`config.mk`:
```
export PLATFORM = sky130hd
export DESIGN_NAME = alu_serial_sequencer_flat
export DESIGN_NICKNAME = d
export VERILOG_FILES = /design/src/rtl/alu_serial_sequencer_if.sv /design/src/rtl/alu_serial_sequencer.sv /design/src/flat_wrapper.sv
export SDC_FILE = /design/constraint.sdc
export NUM_CORES = 1
export LEC_CHECK = 0
export ABC_CLOCK_PERIOD_IN_PS = 1950
export BUFFER_PORTS_ARGS = -buffer_cell sky130_fd_sc_hd__buf_2
export CORE_ASPECT_RATIO = 1.25
export CORE_MARGIN = 8
export CORE_UTILIZATION = 47
export DETAILED_ROUTE_END_ITERATION = 10
export PLACE_DENSITY = 0.74
export RECOVER_POWER = 50
export SLEW_MARGIN = 20
export SYNTH_ARGS = -nofsm -noshare
export SYNTH_HDL_FRONTEND = slang
export SYNTH_SLANG_ARGS = --single-unit
```
`constraint.sdc`:
```
create_clock -name clk -period 1.95 [get_ports clk]
set_clock_uncertainty 0.2 [all_clocks]
set_input_delay 0.39 -clock clk [delete_from_list [all_inputs] [get_ports clk]]
set_output_delay 0.39 -clock clk [all_outputs]
set_load 0.01 [all_outputs]
```
`src/rtl/alu_serial_sequencer_if.sv`:
```
// Request/response bundle for alu_serial_sequencer.
// Handshake semantics (both channels): a transfer happens on a rising clock
// edge where valid && ready are both high; the initiator holds valid and its
// payload stable until that edge, and ready may depend on state but never on
// valid of the same channel.
interface alu_serial_sequencer_if #(
  parameter int WIDTH = 8
);
  logic             in_valid;
  logic             in_ready;
  logic [3:0]       ctrl;
  logic [WIDTH-1:0] a;
  logic [WIDTH-1:0] b;
  logic             out_valid;
  logic             out_ready;
  logic [WIDTH-1:0] result;
  logic             zero;
  logic             cout;
  logic             ovf;

  // Host side: issues requests, consumes results.
  modport master (
    output in_valid, ctrl, a, b, out_ready,
    input  in_ready, out_valid, result, zero, cout, ovf
  );

  // Sequencer side.
  modport slave (
    input  in_valid, ctrl, a, b, out_ready,
    output in_ready, out_valid, result, zero, cout, ovf
  );
endinterface

```
`src/rtl/alu_serial_sequencer.sv`:
```
// Bit-serial ALU sequencer: one 1-bit ALU slice (Ainvert, Binvert, 2-bit op,
// carry chain) is stepped LSB to MSB, one bit per clock, over a WIDTH-bit
// operand pair. Result, zero, carry-out and overflow are returned over a
// valid/ready handshake. Operands are shifted right each RUN cycle so the
// slice always reads bit 0, and results shift in from the MSB end so bit 0
// lands at position 0 after WIDTH steps.
// Optional feature macro: ALU_SEQ_OVF_EN (signed overflow flag and
// overflow-corrected SLT). Without it ovf is tied 0 and SLT uses the raw sign.
module alu_serial_sequencer #(
  parameter int WIDTH = 8
) (
  input  logic                 clk,
  input  logic                 rst_n,
  alu_serial_sequencer_if.slave bus,
  output logic [1:0]           state_dbg
);

  localparam int IW = $clog2(WIDTH);
  localparam logic [IW-1:0] LAST = IW'(WIDTH - 1);

  typedef enum logic [1:0] {
    IDLE = 2'd0,
    RUN  = 2'd1,
    DONE = 2'd2
  } state_t;

  state_t           state;
  logic [WIDTH-1:0] a_q;
  logic [WIDTH-1:0] b_q;
  logic [3:0]       ctrl_q;
  logic [IW-1:0]    idx;
  logic             carry;
  logic [WIDTH-1:0] res_q;
  logic             zero_q;
  logic             cout_q;

  logic             a_bit;
  logic             b_bit;
  logic             sum_bit;
  logic             c_out;
  logic             sel_bit;
  logic             less;
  logic [WIDTH-1:0] res_next;
  logic [WIDTH-1:0] final_res;

`ifdef ALU_SEQ_OVF_EN
  logic             ovf_q;
  logic             ovf_slice;
`endif

  // One ALU slice on the current bit, plus the end-of-operation result view.
  always_comb begin
    a_bit   = a_q[0] ^ ctrl_q[3];
    b_bit   = b_q[0] ^ ctrl_q[2];
    sum_bit = a_bit ^ b_bit ^ carry;
    c_out   = (a_bit & b_bit) | (carry & (a_bit ^ b_bit));
    sel_bit = 1'b0;
    case (ctrl_q[1:0])
      2'b00:   sel_bit = a_bit & b_bit;
      2'b01:   sel_bit = a_bit | b_bit;
      2'b10:   sel_bit = sum_bit;
      default: sel_bit = 1'b0;
    endcase
    res_next = {sel_bit, res_q[WIDTH-1:1]};
`ifdef ALU_SEQ_OVF_EN
    // On the MSB step, carry is the carry into the MSB slice.
    ovf_slice = carry ^ c_out;
    less      = sum_bit ^ ovf_slice;
`else
    less      = sum_bit;
`endif
    final_res = (ctrl_q[1:0] == 2'b11) ? {{(WIDTH-1){1'b0}}, less} : res_next;
  end

  // Sequencer FSM: capture in IDLE, one slice step per RUN cycle, hold in DONE.
  always_ff @(posedge clk or negedge rst_n) begin
    if (!rst_n) begin
      state  <= IDLE;
      a_q    <= '0;
      b_q    <= '0;
      ctrl_q <= '0;
      idx    <= '0;
      carry  <= 1'b0;
      res_q  <= '0;
      zero_q <= 1'b0;
      cout_q <= 1'b0;
`ifdef ALU_SEQ_OVF_EN
      ovf_q  <= 1'b0;
`endif
    end else begin
      case (state)
        IDLE: begin
          if (bus.in_valid) begin
            a_q    <= bus.a;
            b_q    <= bus.b;
            ctrl_q <= bus.ctrl;
            idx    <= '0;
            carry  <= bus.ctrl[2];
            state  <= RUN;
          end
        end
        RUN: begin
          a_q   <= a_q >> 1;
          b_q   <= b_q >> 1;
          carry <= c_out;
          idx   <= idx + 1'b1;
          if (idx == LAST) begin
            res_q  <= final_res;
            zero_q <= (final_res == '0);
            cout_q <= c_out;
`ifdef ALU_SEQ_OVF_EN
            ovf_q  <= ctrl_q[1] ? ovf_slice : 1'b0;
`endif
            state  <= DONE;
          end else begin
            res_q <= res_next;
          end
        end
        DONE: begin
          if (bus.out_ready) state <= IDLE;
        end
        default: state <= IDLE;
      endcase
    end
  end

  assign bus.in_ready  = (state == IDLE);
  assign bus.out_valid = (state == DONE);
  assign bus.result    = res_q;
  assign bus.zero      = zero_q;
  assign bus.cout      = cout_q;
`ifdef ALU_SEQ_OVF_EN
  assign bus.ovf       = ovf_q;
`else
  assign bus.ovf       = 1'b0;
`endif
  assign state_dbg     = state;

endmodule
```
`src/flat_wrapper.sv`:
```
// flat-port wrapper written by rule: the top's interface ports become plain ports
module alu_serial_sequencer_flat 
#(
  parameter int WIDTH = 8
)
  (clk, rst_n, state_dbg, bus_in_valid, bus_ctrl, bus_a, bus_b, bus_out_ready, bus_in_ready, bus_out_valid, bus_result, bus_zero, bus_cout, bus_ovf);
  alu_serial_sequencer_if #(.WIDTH(WIDTH)) bus_i ();
  input  logic clk;
  input  logic rst_n;
  output logic [1:0] state_dbg;
  input wire logic [$bits(bus_i.in_valid)-1:0] bus_in_valid;
  input wire logic [$bits(bus_i.ctrl)-1:0] bus_ctrl;
  input wire logic [$bits(bus_i.a)-1:0] bus_a;
  input wire logic [$bits(bus_i.b)-1:0] bus_b;
  input wire logic [$bits(bus_i.out_ready)-1:0] bus_out_ready;
  output wire logic [$bits(bus_i.in_ready)-1:0] bus_in_ready;
  output wire logic [$bits(bus_i.out_valid)-1:0] bus_out_valid;
  output wire logic [$bits(bus_i.result)-1:0] bus_result;
  output wire logic [$bits(bus_i.zero)-1:0] bus_zero;
  output wire logic [$bits(bus_i.cout)-1:0] bus_cout;
  output wire logic [$bits(bus_i.ovf)-1:0] bus_ovf;
  assign bus_i.in_valid = bus_in_valid;
  assign bus_i.ctrl = bus_ctrl;
  assign bus_i.a = bus_a;
  assign bus_i.b = bus_b;
  assign bus_i.out_ready = bus_out_ready;
  assign bus_in_ready = bus_i.in_ready;
  assign bus_out_valid = bus_i.out_valid;
  assign bus_result = bus_i.result;
  assign bus_zero = bus_i.zero;
  assign bus_cout = bus_i.cout;
  assign bus_ovf = bus_i.ovf;
  alu_serial_sequencer #(.WIDTH(WIDTH)) u_core (.clk(clk), .rst_n(rst_n), .bus(bus_i), .state_dbg(state_dbg));
endmodule
```
==> summary.md <==
| Metric | Value |
|---|---|
| Status | completed |
| Critical path peak fanout | 2 |
| Synth Instances | 179 |
| DR vias/cell | 5.24 |
| Distinct cells, synth | 32 |
| Number of clock sinks | 36 |
| CTS Buf Count | 5 |
| Slew HR | 33.8% |
| Seq pwr share | 40.4% |
| GR Overflow Total | 0 |
| Fmax achieved | 529 MHz |
| Hpwl dp | 2370 microns |
| Clock Tree Buf Depth | 2 |
| WP data arrival | 1.87 ns |
| Final nets | 249 |
| CTS clk-pin slew, worst paths | 0.07 ns |
| Rows | 24 |
| Yosys reg bits | 36 |
| All-Layer GR Usage | 11.8% |
| Avg Cell Area, Syn | 9.42 sq um |
| Max-slew violations | 0 |
| Syn nets | 208 |
| Worst Setup Path Type | flop to flop |
| Port bufs | 37 |
| Total wire length | 3230 microns |
| Number of setup violations in the final report | 0 |
| First-pass GRT wire length | 5730 microns |
| Pwr dens | 1670 nW/um^2 |
| Critical-path cell list | xor2_1 > inv_1 > fa_1 > o21ai_0 > o31ai_1 > a31o_1 |
| Final Wtd Congestion | 0.739 |
| Worst-skew pair later-pin latency | 0.28 ns |
| Vias in the first global route | 1302 |
| Pleak | 1.02 nW |
| CP bufs+invs | 1 |
| Chip width | 69.6 microns |
| Top Family by Delay on Critical Path | adder cells |
| Hold crit path type | input pin to flop |
| Vias | 1357 |
| Worst VDD drop | 0.00103 V |
| Pint | 2.07 mW |
| Setup WS pre-CTS | 0.0608 ns |
| Worst setup margin | 0.0581 ns |
| Kind of start point of the critical path | flop |
| Commonest non-fill, non-tap cell in the layout | nand2_1 |
| Number of diodes | 0 |
| Core ar. | 3450 sq um |
| Sequential fraction of the synthesis area | 53.5% |
| CTS root buf | clkbuf_8 |
| Largest net degree at the start of global routing | 38 |
| Post-Syn Area | 1690 sq um |
| Sw Ratio | 38.7% |
| Initial antenna violation count | 0 |
| Final design utilization | 58.6% |
| Drt first pass iters | 4 |
| Power share of the combinational group | 43.1% |
| Drt wl/cell | 12.5 microns |
| Clock share of power | 16.5% |
| Worst path required time | 1.93 ns |
| Drt drc | 0 |
| Crit path max-delay cell type | fa_1 |
| Yosys Warn Count | 0 |
| I/O pins | 39 |
| Area added between synthesis and finish | 20.0% |
| Die area | 5770 sq um |
| Share of post-route cells with drive strength above 1 | 22.3% |
| Most frequent cells in the layout | nand2_1 (52), dfrtp_1 (36), buf_2 (30), a31oi_1 (16), nor2_1 (15) |
| Max-cap violations | 0 |
| Crit share post-route | 97.0% |
| Initial Util | 48.8% |
| CP peak stage delay | 0.45 ns |
| Die height | 83.0 microns |
| Detailed Route Iter0 Violations | 43 |
| CTS tree | done |
| Psw | 1.30 mW |
| Routed Antenna Nets | 0 |
| Worst-margin pin slew | 0.993 ns |
| H-Tree Depth | 2 |
| Final hold vios | 0 |
| Fin crit period | 1.89 ns |
| Crit path capture type | flop |
## flip-flops by register name, indices dropped and copies added (netlist names)
name,cells
u_core.a_q,8
u_core.b_q,8
u_core.bus.result,8
u_core.ctrl_q,4
u_core.idx,3
u_core.state_dbg,2
u_core.bus.cout,1
u_core.bus.zero,1
u_core.carry,1
## through the flow
step	cells	cell area, sq um	setup TNS [ns]	total power, mW	hold slack (ns)
2_1_floorplan	179	1690	0	2.42	-0.106
3_3_place_gp	250	1910	0	2.78	0.150
3_5_place_dp	250	1910	0	2.81	0.148
4_1_cts	258	2020	0	3.38	0.0779
5_1_grt	259	2020	-0.0161	3.69	0.0756
6_report	259	2020	0	3.37	0.0865
## cells in the mapped netlist
cell type  instances  area [sq um]
o31ai_2            1          12.5
a22o_1             6          52.6
xnor2_1            1          8.76
conb_1             1          3.75
buf_4              2          15.0
or3b_1             1          8.76
o21ai_1            4          20.0
nor2b_1            4          25.0
a31o_1             1          8.76
nand3_2            1          10.0
dfrtp_1           36           901
and2_1             1          6.26
buf_6              2          22.5
xor2_1             1          8.76
nor3b_1            1          7.51
ha_1               4          50.1
nand2_1           52           195
a21oi_1            1          5.00
o211ai_1           1          7.51
nand3b_1           1          7.51
a31oi_1           16           100
buf_2              6          30.0
clkbuf_1           1          3.75
nor2_1            15          56.3
o31ai_1            1          7.51
inv_1              4          15.0
fa_1               1          20.0
a21o_1             1          7.51
o21ai_0            3          15.0
nand3_1            6          30.0
nand2b_1           2          12.5
or4_4              1          11.3
## final cells by class
cell class,instances,area (sq um)
Clock buffer,7,96.3
Fill cell,315,1430
Inverter,4,15.0
Multi-Input combinational cell,128,711
Sequential cell,36,901
Tap cell,39,48.8
Timing Repair Buffer,45,251
## path summary, 6_finish.rpt
kind	start	end	slack, ns	cells after the start
max	u_core.b_q[0]	u_core.bus.zero	0.06	6
min	bus_out_ready	u_core.state_dbg[1]	0.09	2
max reg2reg	u_core.b_q[0]	u_core.bus.zero	0.06	6
min reg2reg	u_core.idx[0]	u_core.idx[0]	0.30	1
max in group asynchronous	rst_n	u_core.b_q[4]	0.34	3
min in group asynchronous	rst_n	u_core.ctrl_q[0]	0.59	2
## routing by layer
| layer | track usage, % | part of all wire [%] | routed length (microns) | up-vias |
|---|---|---|---|---|
| met1 | 13.7 | 45 | 1440 | 646 |
| met5 | 0 | 0 | 0 | - |
| met2 | 17.6 | 47 | 1530 | 30 |
| met3 | 6.55 | 7.5 | 242 | 2 |
| met4 | 4.49 | 0.50 | 16 | 0 |
| li1 | - | - | - | 679 |
## power groups by stage
stage          logic (mW)  clock network (mW)  registers [mW]
2_1_floorplan        1.07                   0            1.35
3_3_place_gp         1.42                   0            1.35
3_5_place_dp         1.44                   0            1.37
4_1_cts              1.45               0.578            1.36
5_1_grt              1.67               0.604            1.41
6_report             1.46               0.555            1.36
## repair_timing
| action | 4_1_cts | 5_1_grt |
|---|---|---|
| resized for setup | 0 | 1 |
| setup endpoints to repair | 0 | 3 |
| hold buffers | 1 | 0 |
| buffers inserted | 0 | 1 |
| endpoints found under the hold margin | 17 | 0 |
## cell families (layout without fill, tap and decap cells)
logic type / Yosys count / in the layout / share of synthesized area, %
XOR/XNOR: 2 / 2 / 1.04
AND/OR/NAND/NOR: 85 / 85 / 22.0
buffers and inverters: 15 / 56 / 5.12
adder cells (fa/ha/maj): 5 / 5 / 4.16
flip-flops: 36 / 36 / 53.5
other: 1 / 1 / 0.223
AO/OA/AOI/OAI: 35 / 35 / 14.0
Power figures use the tool's default switching activity.
